<file path="config.mk">
export PLATFORM = sky130hd
export DESIGN_NAME = load_compute_sched
export DESIGN_NICKNAME = d
export VERILOG_FILES = /design/src/rtl/load_compute_sched.sv
export SDC_FILE = /design/constraint.sdc
export NUM_CORES = 1
export LEC_CHECK = 0
export ABC_AREA = 1
export CAP_MARGIN = 20
export CORE_MARGIN = 3
export CORE_UTILIZATION = 50
export CTS_CLUSTER_SIZE = 10
export DETAILED_ROUTE_END_ITERATION = 6
export GPL_ROUTABILITY_DRIVEN = 0
export HOLD_SLACK_MARGIN = 0.15
export MAX_ROUTING_LAYER = met4
export PLACE_DENSITY_LB_ADDON = 0.2
export RECOVER_POWER = 50
export SLEW_MARGIN = 20
export SYNTH_ARGS = -nofsm -noshare
export SYNTH_HDL_FRONTEND = slang
export SYNTH_SLANG_ARGS = --single-unit
</file>
<file path="constraint.sdc">
create_clock -name clk -period 2.34 [get_ports clk]
set_input_delay 0.585 -clock clk [delete_from_list [all_inputs] [get_ports clk]]
set_output_delay 0.585 -clock clk [all_outputs]
set_load 0.005 [all_outputs]
</file>
<file path="src/rtl/load_compute_sched.sv">
// -----------------------------------------------------------------------------
// load_compute_sched
//
// Session controller for the load/compute datapath. While `load` is high it
// counts streamed input words into the operand buffer. It then sequences the
// compute phase: for each of NUM_OUT results it issues TAPS buffer reads with
// accumulator controls, and presents the result through a valid/ready
// handshake.
//
// Optional feature macro: LOAD_OVF_CHK_EN
//   When defined, the block has an extra output `ovf`. This sticky flag is set
//   when a word arrives while the buffer is already full. It is cleared by the
//   next start or by arst.
//
// Parameters
//   DEPTH    operand buffer depth in words (>= 2)
//   TAPS     reads accumulated per result (1..DEPTH)
//   NUM_OUT  results produced per session (1..DEPTH)
//   AW       buffer address width, $clog2(DEPTH)
//
// Ports
//   clk        rising-edge clock
//   arst       asynchronous reset, active-high
//   start      begin a session (honoured in IDLE only)
//   load       input word valid this cycle
//   wr_en      buffer write strobe (LOAD only)
//   wr_addr    buffer write address
//   rd_en      buffer read strobe (CALC only)
//   rd_addr    buffer read address, (result + tap) mod word_cnt
//   acc_clr    accumulator clear, asserted with the first read of a result
//   acc_en     accumulator enable
//   out_valid  result available (registered)
//   out_ready  consumer accepts result
//   busy       high in every state except IDLE
//   done       one-cycle pulse at the end of a session
//   word_cnt   words loaded this session (0..DEPTH)
//   ovf        sticky overflow flag (LOAD_OVF_CHK_EN only)
// -----------------------------------------------------------------------------
module load_compute_sched #(
    parameter int DEPTH   = 16,
    parameter int TAPS    = 4,
    parameter int NUM_OUT = 8,
    localparam int AW     = $clog2(DEPTH)
) (
    input  logic          clk,
    input  logic          arst,
    input  logic          start,
    input  logic          load,
    output logic          wr_en,
    output logic [AW-1:0] wr_addr,
    output logic          rd_en,
    output logic [AW-1:0] rd_addr,
    output logic          acc_clr,
    output logic          acc_en,
    output logic          out_valid,
    input  logic          out_ready,
    output logic          busy,
    output logic          done,
    output logic [AW:0]   word_cnt
`ifdef LOAD_OVF_CHK_EN
    ,
    output logic          ovf
`endif
);

    // Counter widths. A width of at least 1 keeps TAPS=1 / NUM_OUT=1 legal.
    localparam int TW = (TAPS > 1) ? $clog2(TAPS) : 1;
    localparam int OW = (NUM_OUT > 1) ? $clog2(NUM_OUT) : 1;

    localparam logic [AW:0]   DEPTH_W    = (AW+1)'(DEPTH);
    localparam logic [TW-1:0] TAP_LAST   = TW'(TAPS - 1);
    localparam logic [OW-1:0] RES_LAST   = OW'(NUM_OUT - 1);

    typedef enum logic [2:0] {
        S_IDLE = 3'd0,
        S_LOAD = 3'd1,
        S_CALC = 3'd2,
        S_OUT  = 3'd3,
        S_DONE = 3'd4
    } state_t;

    state_t        state_q,     state_d;
    logic [AW:0]   word_cnt_q,  word_cnt_d;
    logic [AW-1:0] base_q,      base_d;
    logic [AW-1:0] rd_ptr_q,    rd_ptr_d;
    logic [TW-1:0] tap_q,       tap_d;
    logic [OW-1:0] res_q,       res_d;
    logic          out_valid_q, out_valid_d;
`ifdef LOAD_OVF_CHK_EN
    logic          ovf_q,       ovf_d;
`endif

    logic          buf_full_s;
    logic [AW-1:0] base_inc_s;

    // Pointer increment that wraps to 0 at `limit`. This gives the mod
    // word_cnt address sequence without a divider. The >= compare also covers
    // a pointer that is already past a shorter limit.
    function automatic logic [AW-1:0] ptr_inc(input logic [AW-1:0] ptr,
                                              input logic [AW:0]   limit);
        logic [AW:0] nxt;
        nxt = {1'b0, ptr} + {{AW{1'b0}}, 1'b1};
        if (nxt >= limit) begin
            return {AW{1'b0}};
        end else begin
            return nxt[AW-1:0];
        end
    endfunction

    assign buf_full_s = (word_cnt_q >= DEPTH_W);
    assign base_inc_s = ptr_inc(base_q, word_cnt_q);

    // Next-state and counter update logic.
    always_comb begin
        state_d     = state_q;
        word_cnt_d  = word_cnt_q;
        base_d      = base_q;
        rd_ptr_d    = rd_ptr_q;
        tap_d       = tap_q;
        res_d       = res_q;
        out_valid_d = 1'b0;
`ifdef LOAD_OVF_CHK_EN
        ovf_d       = ovf_q;
`endif

        case (state_q)
            S_IDLE: begin
                if (start) begin
                    state_d    = S_LOAD;
                    word_cnt_d = {(AW+1){1'b0}};
`ifdef LOAD_OVF_CHK_EN
                    ovf_d      = 1'b0;
`endif
                end else begin
                    state_d = S_IDLE;
                end
            end

            S_LOAD: begin
                if (load) begin
                    // Words beyond DEPTH are dropped. The count saturates.
                    if (!buf_full_s) begin
                        word_cnt_d = word_cnt_q + {{AW{1'b0}}, 1'b1};
                    end else begin
                        word_cnt_d = word_cnt_q;
`ifdef LOAD_OVF_CHK_EN
                        ovf_d      = 1'b1;
`endif
                    end
                end else if (word_cnt_q != {(AW+1){1'b0}}) begin
                    state_d  = S_CALC;
                    base_d   = {AW{1'b0}};
                    rd_ptr_d = {AW{1'b0}};
                    tap_d    = {TW{1'b0}};
                    res_d    = {OW{1'b0}};
                end else begin
                    // Nothing has been loaded yet. Keep waiting for words.
                    state_d = S_LOAD;
                end
            end

            S_CALC: begin
                rd_ptr_d = ptr_inc(rd_ptr_q, word_cnt_q);
                if (tap_q == TAP_LAST) begin
                    state_d     = S_OUT;
                    tap_d       = {TW{1'b0}};
                    out_valid_d = 1'b1;
                end else begin
                    tap_d = tap_q + {{(TW-1){1'b0}}, 1'b1};
                end
            end

            S_OUT: begin
                if (out_ready) begin
                    out_valid_d = 1'b0;
                    if (res_q == RES_LAST) begin
                        state_d = S_DONE;
                    end else begin
                        // The next result's reads start one word further on.
                        state_d  = S_CALC;
                        res_d    = res_q + {{(OW-1){1'b0}}, 1'b1};
                        base_d   = base_inc_s;
                        rd_ptr_d = base_inc_s;
                    end
                end else begin
                    out_valid_d = 1'b1;
                end
            end

            S_DONE: begin
                state_d = S_IDLE;
            end

            default: begin
                state_d = S_IDLE;
            end
        endcase
    end

    // State and counter registers. arst aborts any session immediately.
    always_ff @(posedge clk or posedge arst) begin
        if (arst) begin
            state_q     <= S_IDLE;
            word_cnt_q  <= {(AW+1){1'b0}};
            base_q      <= {AW{1'b0}};
            rd_ptr_q    <= {AW{1'b0}};
            tap_q       <= {TW{1'b0}};
            res_q       <= {OW{1'b0}};
            out_valid_q <= 1'b0;
`ifdef LOAD_OVF_CHK_EN
            ovf_q       <= 1'b0;
`endif
        end else begin
            state_q     <= state_d;
            word_cnt_q  <= word_cnt_d;
            base_q      <= base_d;
            rd_ptr_q    <= rd_ptr_d;
            tap_q       <= tap_d;
            res_q       <= res_d;
            out_valid_q <= out_valid_d;
`ifdef LOAD_OVF_CHK_EN
            ovf_q       <= ovf_d;
`endif
        end
    end

    // Output decode. Every output is a direct function of registered state.
    // wr_en is the exception: it also follows `load` in the same cycle.
    always_comb begin
        wr_en    = 1'b0;
        wr_addr  = {AW{1'b0}};
        rd_en    = 1'b0;
        rd_addr  = {AW{1'b0}};
        acc_clr  = 1'b0;
        acc_en   = 1'b0;
        case (state_q)
            S_LOAD: begin
                wr_en   = load & ~buf_full_s;
                wr_addr = word_cnt_q[AW-1:0];
            end
            S_CALC: begin
                rd_en   = 1'b1;
                rd_addr = rd_ptr_q;
                acc_clr = (tap_q == {TW{1'b0}});
                acc_en  = 1'b1;
            end
            default: begin
                wr_en = 1'b0;
            end
        endcase
    end

    assign out_valid = out_valid_q;
    assign busy      = (state_q != S_IDLE);
    assign done      = (state_q == S_DONE);
    assign word_cnt  = word_cnt_q;
`ifdef LOAD_OVF_CHK_EN
    assign ovf       = ovf_q;
`endif

endmodule

</file>
==> metrics.md, run 1 <==
| Metric | Value |
|---|---|
| Status | `completed` |
| Unique cell type count in the Yosys netlist | `25` |
| Die height | `around 65 um` |
| Critical path data arrival time | `between 1.5 and 2 ns` |
| Power dissipated by switching net loads | `roughly 0.00091 W` |
| Total count of max-transition violations in the final report | `0` |
| Number of sinks driven by the clock tree | `22` |
| Quantity of I/O buffers inserted on ports | `24` |
| Post-Route Skew | `approximately 0.010 ns` |
| Pre-CTS setup slack | `-0.1292 ns` |
| Max stage delay on crit path | `around 0.42 ns` |
| Die boundary width | `65.25 um` |
| Synth async-reset ratio | `100.0%` |
| CP Class | `flop to output pin` |
| Yosys Warn Count | `0` |
| Vias per inst | `between 4 and 5` |
| Post-synth top flop | `sky130_fd_sc_hd__dfrtp_1` |
| DR iter-0 viols | `between 70 and 80` |
| Final critical path time including I/O delays and setup | `2.283 ns` |
| Met1 Routed Length | `~1.9 mm` |
| Sequential Power Share | `roughly 28%` |
| Synth Instances | `between 200 and 250` |
| Internal power component | `approximately 0.0010 W` |
| CTS root buf | `sky130_fd_sc_hd__clkbuf_4` |
| Met2 Routed Length | `approximately 1.8 mm` |
| Mean area per synthesized cell | `~7.3 sq um` |
| Final Worst Setup Slack | `0.05726 ns` |
| Proportion of total power due to net switching | `a little under half` |
| Starting density of the core | `a little over half` |
| Area growth from synthesis to final layout | `27.08%` |
| Post-route insts no fill | `~330` |
| Vias in the first global route | `1581` |
| Cell mode on critical path | `sky130_fd_sc_hd__buf_6` |
| Router iterations before antenna repair | `4` |
| Layout filler cell count | `roughly 270` |
| Final clock period utilization by the worst path | `between 90% and 100%` |
| Number of clock buffers inserted by TritonCTS | `3` |
| Actual transition at the worst max-transition pin | `around 1.2 ns` |
| Clock slew at the register clock pins of the worst setup and hold paths | `about 0.12 ns` |
| Number of enable flip-flop cells after synthesis | `0` |
| Worst Setup Start Kind | `flop` |
| Largest net degree at the start of global routing | `23` |
| Share of synthesized area occupied by flip-flops and latches | `around a third` |
| Global-route wire length before repair | `around 6.9 mm` |
| Number of max-cap violations | `0` |
| Wirelength, routed | `about 3.9 mm` |
| Placed wire-length estimate after detailed placement | `about 2.8 mm` |
| Core box area | `~3200 sq um` |
| Highest-delay cell along the critical path | `sky130_fd_sc_hd__dfrtp_1` |
| DRC errors left | `0` |
| Number of instances in the placed design | `312` |
| Post-DR wirelength/cell | `between 10 and 15 um` |
| Yosys reg bits | `22` |
| Num rows | `20` |
| Top routing layer in use | `met4` |
| Remaining number of nets flagged by the antenna check after routing | `0` |
| Sequence of cells on the critical path | `inv_2 > buf_6 > nand2_4 > nor2_4 > clkinvlp_4 > buf_6 > nor2_1 > dlygate4sd2_1` |
| Clock network latency to the later pin of the worst-skew pair | `~0.31 ns` |
| Antenna Cells | `0` |
| Classification of the worst-slack hold path | `flop to flop` |
| Total congestion overflow | `0` |
| Final hold viol count | `0` |
| Maximum fanout along the worst path | `3` |
| Total leakage power | `roughly 1.3 nW` |
| Met3 wire len | `191 um` |
| Worst setup EP type | `output pin` |
| Max-slew headroom | `~18%` |
| Number of failing setup endpoints in the final timing report | `0` |
| Initial antenna violation count | `0` |
| Maximum buffer depth of the clock tree | `2` |
| Max Fclk | `approximately 0.44 GHz` |
| IO Pins | `25` |
| CTS H-tree lvls | `1` |
| Via count | `approximately 1600` |
| WP data required | `about 1.8 ns` |
| Sum of buffers and inverters on the critical path | `5` |
| Share of final-layout standard cells stronger than drive strength 1 | `18.12%` |
| Global-route usage over all layers | `between 20% and 30%` |
| Area of the die | `between 4000 and 5000 sq um` |
| Clock tree from TritonCTS | `built` |
| Comb power frac | `63.8%` |
| Family with the most delay on the worst path | `buffers and inverters` |
| Number of nets in the synthesized netlist | `about 260` |
| Power density relative to cell area | `roughly 880 nW/um^2` |
| Post-synthesis cell area | `between 1500 and 2000 sq um` |
| Worst vdd rail ir drop | `0.6733 mV` |
| Share of total power in the clock network | `under 10%` |
| Post-layout nets | `between 300 and 400` |
==> flip-flops by register name (all words and copies together) (netlist names) <==
signal     cells
word_cnt       5
tap_q          2
base_q         4
rd_ptr_q       4
res_q          3
state_q        3
out_valid      1
==> cell usage in the layout (no fill, tap or decap), types with 3 or more instances in the layout <==
| cell | synthesis | routed |
|---|---|---|
| sky130_fd_sc_hd__nand2_1 | 69 | 71 |
| sky130_fd_sc_hd__inv_1 | 33 | 33 |
| sky130_fd_sc_hd__nor2_1 | 28 | 26 |
| sky130_fd_sc_hd__nand3_1 | 22 | 21 |
| sky130_fd_sc_hd__dfrtp_1 | 22 | 21 |
| sky130_fd_sc_hd__ha_1 | 18 | 18 |
| sky130_fd_sc_hd__buf_4 | 1 | 17 |
| sky130_fd_sc_hd__clkdlybuf4s50_1 | 0 | 9 |
| sky130_fd_sc_hd__dlymetal6s2s_1 | 0 | 7 |
| sky130_fd_sc_hd__o21ai_0 | 6 | 6 |
| sky130_fd_sc_hd__nand4_1 | 6 | 6 |
| sky130_fd_sc_hd__nand2_4 | 5 | 4 |
| sky130_fd_sc_hd__nor2_4 | 3 | 4 |
| sky130_fd_sc_hd__xor2_1 | 4 | 4 |
| sky130_fd_sc_hd__buf_6 | 0 | 4 |
| sky130_fd_sc_hd__o21ai_1 | 3 | 3 |
| sky130_fd_sc_hd__clkbuf_4 | 0 | 3 |
| sky130_fd_sc_hd__dlygate4sd2_1 | 0 | 3 |
| sky130_fd_sc_hd__clkbuf_2 | 0 | 3 |
==> cell families (layout without fill, tap and decap cells) <==
family | count (synthesis) | in the layout | share of synthesized area, %
compound gates | 14 | 14 | 5.061
xor+xnor | 4 | 4 | 1.996
buf+inv | 38 | 86 | 8.482
fa+ha+maj | 18 | 18 | 12.83
simple gates | 143 | 143 | 40.27
flops | 22 | 22 | 31.36
==> stage by stage <==
stage / setup TNS [ns] / util, % / area [sq um] / hold slack (ns) / total power, W
3_3_place_gp: -0.1216 / 65.20 / 2088 / 0.4607 / 0.001596
2_1_floorplan: 0 / - / 1755 / 0.4454 / 0.001310
4_1_cts: -0.04654 / 68.83 / 2205 / 0.5028 / 0.001898
5_1_grt: -0.07004 / 69.65 / 2231 / 0.5433 / 0.002130
3_5_place_dp: -0.1292 / 65.20 / 2088 / 0.4766 / 0.001618
6_report: 0 / 69.65 / 2231 / 0.4954 / 0.001953
==> worst paths after layout <==
path | cells past startpoint | endpoint | slack, ns | start
worst max-delay path | 8 | rd_addr[3] | 0.06 | state_q[2]$_DFFE_PP0P_
worst min-delay path | 2 | res_q[1]$_DFFE_PP0P_ | 0.50 | res_q[1]$_DFFE_PP0P_
worst max register to register | 12 | rd_ptr_q[1]$_DFFE_PP0P_ | 0.31 | state_q[2]$_DFFE_PP0P_
worst min register to register | 2 | res_q[1]$_DFFE_PP0P_ | 0.50 | res_q[1]$_DFFE_PP0P_
max in group asynchronous | 3 | state_q[1]$_DFFE_PP0P_ | 0.44 | arst
min in group asynchronous | 3 | tap_q[1]$_DFFE_PP0P_ | 1.11 | arst
==> tightest hold or removal path: cells and delay by family (launching register included) <==
family	cells	cell delay (ns)
DFF	1	0.37
and+or+nand+nor	2	0.11
==> synth_stat cells, types with 3 or more instances <==
master                    instances  area share, %
sky130_fd_sc_hd__nand3_1         22            6.3
sky130_fd_sc_hd__inv_2            3           0.64
sky130_fd_sc_hd__o21ai_0          6            1.7
sky130_fd_sc_hd__nand4_1          6            2.1
sky130_fd_sc_hd__dfrtp_1         22             31
sky130_fd_sc_hd__ha_1            18             13
sky130_fd_sc_hd__o21ai_1          3           0.86
sky130_fd_sc_hd__nor2_1          28            6.0
sky130_fd_sc_hd__nor2_4           3            1.9
sky130_fd_sc_hd__xor2_1           4            2.0
sky130_fd_sc_hd__inv_1           33            7.1
sky130_fd_sc_hd__nand2_4          5            3.2
sky130_fd_sc_hd__nand2_1         69             15
==> final cells by class <==
class                           instances  area (sq um)  area share, %
Sequential cell                        22         551.8          24.73
Inverter                               37         143.9          6.450
Timing Repair Buffer                   46         410.4          18.40
Tap cell                               44         55.05          2.468
Multi-Input combinational cell        179          1047          46.94
Clock buffer                            3         22.52          1.010
==> power groups by stage <==
stage	sequential [W]	combinational, W	clock, W
after floorplan	0.000527	0.000783	0
after global placement	0.000542	0.00105	0
after detailed placement	0.000541	0.00108	0
after CTS	0.000536	0.00119	0.000175
after global routing	0.000553	0.00139	0.000188
final	0.000537	0.00125	0.000169
==> timing repair <==
action                                  CTS  global route
gates resized for setup                  19            17
endpoints found under the setup margin   10            12
hold buffers                              0             0
pin swaps                                 5             1
setup buffers                            11             5
==> per-layer routing <==
| metal | up-vias | global-route usage [%] |
|---|---|---|
| met4 | 0 | 6.736 |
| li1 | 852 | - |
| met3 | 7 | 2.393 |
| met1 | 746 | 26.62 |
| met2 | 42 | 34.39 |
| met5 | - | - |
No activity file was read; power rests on OpenSTA's default activity.
==> inputs of run 2 (changes only) <==
Settings changed: CORE_MARGIN 3 to 4, PLACE_DENSITY set to 0.83, PLACE_DENSITY_LB_ADDON 0.2 to unset.
==> metrics.md, run 2 (synthesis gave the netlist of run 1 again) <==
| Metric | Value |
|---|---|
| Number of max-cap violations | `0` |
| Actual transition at the worst max-transition pin | `1.204 ns` |
| Clock tree from TritonCTS | `built` |
| Final non-filler cell area | `~2200 sq um` |
| Placed Instance Area | `~2100 sq um` |
| Post-Route Skew | `about 0.012 ns` |
| Cell mode on critical path | `sky130_fd_sc_hd__buf_4` |
| Num rows | `21` |
| Post-route insts no fill | `328` |
| Clock network latency to the later pin of the worst-skew pair | `0.31 ns` |
| Critical path data arrival time | `1.68 ns` |
| Power density relative to cell area | `slightly below 900 nW/um^2` |
| Die height | `just under 70 um` |
| Final sum of negative setup slack | `0 ns` |
| IO Pins | `25` |
| Number of flip-flops under the largest register name | `5` |
| Hold-fix buffers, CTS | `0` |
| Starting density of the core | `a little over half` |
| Max stage delay on crit path | `0.51 ns` |
| Number of clock buffers inserted by TritonCTS | `3` |
| Post-layout nets | `between 300 and 400` |
| Final hold viol count | `0` |
| Final core utilization | `65.81%` |
| Core box area | `3363 sq um` |
| Largest net degree at the start of global routing | `23` |
| Worst setup EP type | `output pin` |
| CP Class | `flop to output pin` |
| Layout filler cell count | `~330` |
| Initial antenna violation count | `0` |
| Clock slew at the register clock pins of the worst setup and hold paths | `about 0.13 ns` |
| Number of instances in the placed design | `around 320` |
| Remaining number of nets flagged by the antenna check after routing | `0` |
| Area growth from synthesis to final layout | `26.09%` |
| Max-slew headroom | `around a fifth` |
| Total congestion overflow | `0` |
| Via count | `about 1700` |
| DRC errors left | `0` |
| Quantity of I/O buffers inserted on ports | `24` |
| Total count of max-transition violations in the final report | `0` |
| Sequence of cells on the critical path | `inv_2 > buf_4 > buf_4 > nor2_1 > clkdlybuf4s50_1` |
| Leading cell types in the layout, fill and taps excluded | `69 x sky130_fd_sc_hd__nand2_1, 33 x sky130_fd_sc_hd__inv_1, 26 x sky130_fd_sc_hd__nor2_1, 21 x sky130_fd_sc_hd__nand3_1, 20 x sky130_fd_sc_hd__dfrtp_1` |
| Number of failing setup endpoints in the final timing report | `0` |
| Classification of the worst-slack hold path | `flop to flop` |
| Worst reg2reg path depth | `10` |
| Die boundary width | `slightly below 70 um` |
| Total leakage power | `roughly 1.3 nW` |
| Cell depth of the worst hold path | `2` |
| WP data required | `~1.8 ns` |
| Maximum fanout along the worst path | `4` |
| CTS root buf | `sky130_fd_sc_hd__clkbuf_4` |
| Number of sinks driven by the clock tree | `22` |
| Placed wire-length estimate after detailed placement | `3.008 mm` |
| Maximum buffer depth of the clock tree | `2` |
| CTS H-tree lvls | `1` |
| Wirelength, routed | `between 4 and 5 mm` |
| Smallest hold slack | `about 0.51 ns` |
| Global-route usage over all layers | `between 20 and 25%` |
| Vias per inst | `between 5 and 6` |
| Leading cell type in the layout, fill and taps excluded | `sky130_fd_sc_hd__nand2_1` |
| Share of final-layout standard cells stronger than drive strength 1 | `approximately 16%` |
| Final clock period utilization by the worst path | `a little over nine tenths` |
| Area of the die | `4523 sq um` |
| Vias in the first global route | `~1600` |
| Global-route wire length before repair | `approximately 7.1 mm` |
| Max Fclk | `between 0.4 and 0.5 GHz` |
| Post-DR wirelength/cell | `about 13 um` |
| Worst vdd rail ir drop | `0.7571 mV` |
| Router iterations before antenna repair | `4` |
| Final critical path time including I/O delays and setup | `approximately 2.3 ns` |
| RSZ-0062 raised after global routing | `false` |
| DR iter-0 viols | `77` |
| Status | `completed` |
| Antenna Cells | `0` |
| Worst Setup Start Kind | `flop` |
| Highest-delay cell along the critical path | `sky130_fd_sc_hd__clkdlybuf4s50_1` |
==> run 2: cell count changes in the layout (fill, tap and decap cells not counted), moves of 2 or more <==
cell                              before  now
sky130_fd_sc_hd__buf_6                 4    1
sky130_fd_sc_hd__clkbuf_2              3    0
sky130_fd_sc_hd__dlygate4sd2_1         3    6
sky130_fd_sc_hd__buf_4                17   15
sky130_fd_sc_hd__clkdlybuf4s50_1       9   11
sky130_fd_sc_hd__dlymetal6s2s_1        7    5
sky130_fd_sc_hd__nand2_1              71   69
sky130_fd_sc_hd__nand2_2               2    4
==> run 2: critical path, delay by kind of cell, from the launching register on <==
kind / cells / cell delay, ns
buf+inv: 4 / 0.86
flops: 1 / 0.39
simple gates: 1 / 0.11
==> run 2: report_power, final <==
group | internal, W | switching (W)
registers | 0.000460 | 0.0000958
clock network | 0.0000601 | 0.000118
logic | 0.000493 | 0.000719
==> run 2: path summary, 6_finish.rpt <==
check | from | to | slack [ns]
min in group asynchronous | arst | word_cnt[3]$_DFFE_PP0P_ | 1.09
min reg2reg | res_q[1]$_DFFE_PP0P_ | res_q[1]$_DFFE_PP0P_ | 0.51
min | res_q[1]$_DFFE_PP0P_ | res_q[1]$_DFFE_PP0P_ | 0.51
max reg2reg | base_q[0]$_DFFE_PP0P_ | base_q[1]$_DFFE_PP0P_ | 0.34
max in group asynchronous | arst | state_q[1]$_DFFE_PP0P_ | 0.47
max | state_q[2]$_DFFE_PP0P_ | done | 0.08
==> run 2: per-layer routing <==
layer / wire length (um) / share of wire, % / track usage [%]
met5: 0 / 0 / -
met2: 2062 / 50 / 36.07
met1: 1887 / 45 / 25.49
met4: 67 / 1.6 / 6.582
met3: 133 / 3.2 / 1.830
==> run 2: what timing repair did <==
action	4_1_cts	5_1_grt
setup buffers	9	1
endpoints found under the setup margin	10	11
resized for setup	16	8
pin swaps	3	2
==> run 2: per-stage QoR <==
stage / power, W / setup WS, ns
floorplan: 0.001310 / 0.5927
global placement: 0.001605 / -0.1263
detailed placement: 0.001639 / -0.1279
CTS: 0.001917 / 0.01904
global route: 0.002099 / 0.003109
finish: 0.001945 / 0.07955
==> run 2: layout make-up <==
class	count	area [sq um]	area share, %
Clock buffer	3	22.52	1.018
Inverter	37	146.4	6.614
Multi-Input combinational cell	179	1061	47.94
Sequential cell	22	553.0	24.99
Tap cell	46	57.56	2.600
Timing Repair Buffer	41	372.9	16.85
==> inputs of run 3 (changes only) <==
Settings changed: CORE_MARGIN 4 to unset.
==> metrics.md, run 3 (synthesis gave the netlist of run 1 again) <==
| Metric | Value |
|---|---|
| CP Class | `flop to output pin` |
| Power density relative to cell area | `between 800 and 900 nW/um^2` |
| Via count | `between 1500 and 2000` |
| Initial antenna violation count | `0` |
| Number of max-cap violations | `0` |
| Maximum buffer depth of the clock tree | `2` |
| Reg-to-reg startpoint | `base_q[0]$_DFFE_PP0P_` |
| Hold-fix buffers, CTS | `0` |
| Setup crit start | `state_q[2]$_DFFE_PP0P_` |
| Max stage delay on crit path | `0.49 ns` |
| Die height | `a little over 60 um` |
| Total congestion overflow | `0` |
| Die boundary width | `~61 um` |
| Final hold viol count | `0` |
| Cell depth of the worst hold path | `2` |
| CTS H-tree lvls | `1` |
| Worst Setup Start Kind | `flop` |
| Critical path data arrival time | `1.67 ns` |
| DRC errors left | `0` |
| Max-slew headroom | `a little under a fifth` |
| Clock tree from TritonCTS | `built` |
| Worst setup EP type | `output pin` |
| Status | `completed` |
| Core box area | `~3300 sq um` |
| Post-DR wirelength/cell | `about 12 um` |
| Area of the die | `approximately 3800 sq um` |
| Final clock period utilization by the worst path | `a little over nine tenths` |
| Final sum of negative setup slack | `0 ns` |
| Leading cell type in the layout, fill and taps excluded | `sky130_fd_sc_hd__nand2_1` |
| Num rows | `21` |
| Placed wire-length estimate after detailed placement | `2.958 mm` |
| Post-layout nets | `between 300 and 400` |
| Final critical path time including I/O delays and setup | `2.259 ns` |
| Total leakage power | `around 1.3 nW` |
| Share of final-layout standard cells stronger than drive strength 1 | `16.90%` |
| Area growth from synthesis to final layout | `26.80%` |
| Leading cell types in the layout, fill and taps excluded | `70 x sky130_fd_sc_hd__nand2_1, 33 x sky130_fd_sc_hd__inv_1, 26 x sky130_fd_sc_hd__nor2_1, 21 x sky130_fd_sc_hd__nand3_1, 20 x sky130_fd_sc_hd__dfrtp_1` |
| Quantity of I/O buffers inserted on ports | `24` |
| Worst reg2reg path depth | `10` |
| Smallest hold slack | `~0.49 ns` |
| Final Worst Setup Slack | `~0.08 ns` |
| WP data required | `between 1.5 and 2 ns` |
| Largest net degree at the start of global routing | `23` |
| RSZ-0062 raised after global routing | `false` |
| Post-Route Skew | `about 0.0023 ns` |
| Highest-delay cell along the critical path | `sky130_fd_sc_hd__clkdlybuf4s50_1` |
| IO Pins | `25` |
| Vias in the first global route | `1522` |
| Actual transition at the worst max-transition pin | `approximately 1.2 ns` |
| Worst vdd rail ir drop | `about 0.71 mV` |
| Global-route wire length before repair | `~6.5 mm` |
| Number of clock buffers inserted by TritonCTS | `3` |
| Sum of buffers and inverters on the critical path | `3` |
| Router iterations before antenna repair | `4` |
| Setup slack of the most critical reg-to-reg path | `about 0.19 ns` |
| Destination of the worst register-to-register timing path | `base_q[2]$_DFFE_PP0P_` |
| Sequence of cells on the critical path | `inv_2 > nand2_2 > nor2_4 > buf_4 > clkdlybuf4s50_1` |
| Clock slew at the register clock pins of the worst setup and hold paths | `0.12 ns` |
| Clock network latency to the later pin of the worst-skew pair | `0.32 ns` |
| Max Fclk | `around 0.44 GHz` |
| Number of logic stages on the critical path including buffering | `5` |
| Pre-CTS setup slack | `-0.1336 ns` |
| Number of flip-flops under the largest register name | `5` |
| Starting density of the core | `between 50% and 60%` |
| DR iter-0 viols | `91` |
| Global-route usage over all layers | `roughly 25%` |
| Number of sinks driven by the clock tree | `22` |
| Maximum fanout along the worst path | `5` |
| Family with the most delay on the worst path | `buffers and inverters` |
| CTS root buf | `sky130_fd_sc_hd__clkbuf_4` |
| Vias per inst | `slightly above 5` |
| Termination of the worst setup path | `rd_en` |
| Remaining number of nets flagged by the antenna check after routing | `0` |
| Wirelength, routed | `4.064 mm` |
| Final core utilization | `about two thirds` |
| Classification of the worst-slack hold path | `flop to flop` |
| Total power draw | `between 0.0015 and 0.002 W` |
| Total count of max-transition violations in the final report | `0` |
| Number of failing setup endpoints in the final timing report | `0` |
| Antenna Cells | `0` |
run 3: metrics by stage:
step	cells	instance area [sq um]
floorplan	239	1755
global placement	314	2091
detailed placement	314	2091
CTS	326	2200
global route	330	2226
finish	330	2226
run 3: power breakdown:
part	internal, W	total [W]	switching, W
logic	0.000502	0.00122	0.000714
clock network	0.0000954	0.000217	0.000122
registers	0.000460	0.000554	0.0000940
total	0.00106	0.00199	0.000930
run 3: cell type report:
class	count	area [sq um]
Clock buffer	4	36.28
Fill cell	291	1111
Inverter	37	146.4
Multi-Input combinational cell	179	1059
Sequential cell	22	553.0
Tap cell	46	57.56
Timing Repair Buffer	42	374.1
run 3: per-layer routing:
layer,track usage [%],part of all wire [%],vias to the layer above
met1,29.80,45,752
met3,2.521,4.3,8
met2,41.46,49,50
li1,-,-,849
met5,-,0,-
met4,12.01,1.8,0
run 3: repair_timing:
action	4_1_cts	5_1_grt
setup buffers	8	4
setup endpoints to repair	10	10
pin swaps	5	2
gates resized for setup	12	9
run 3: worst min path at each step:
stage | from | end | slack [ns]
5_1_grt | res_q[1]$_DFFE_PP0P_ | res_q[1]$_DFFE_PP0P_ | 0.52
2_1_floorplan | res_q[1]$_DFFE_PP0P_ | res_q[1]$_DFFE_PP0P_ | 0.45
4_1_cts | res_q[1]$_DFFE_PP0P_ | res_q[1]$_DFFE_PP0P_ | 0.50
3_3_place_gp | res_q[1]$_DFFE_PP0P_ | res_q[1]$_DFFE_PP0P_ | 0.46
3_5_place_dp | res_q[1]$_DFFE_PP0P_ | res_q[1]$_DFFE_PP0P_ | 0.47
6_report | res_q[1]$_DFFE_PP0P_ | res_q[1]$_DFFE_PP0P_ | 0.49
run 3: tightest hold or removal path, cell delays in order, from the launching register on:
cell and delay [ns]:
sky130_fd_sc_hd__dfrtp_1 0.37, sky130_fd_sc_hd__nand2_1 0.05, sky130_fd_sc_hd__nand2_1 0.05
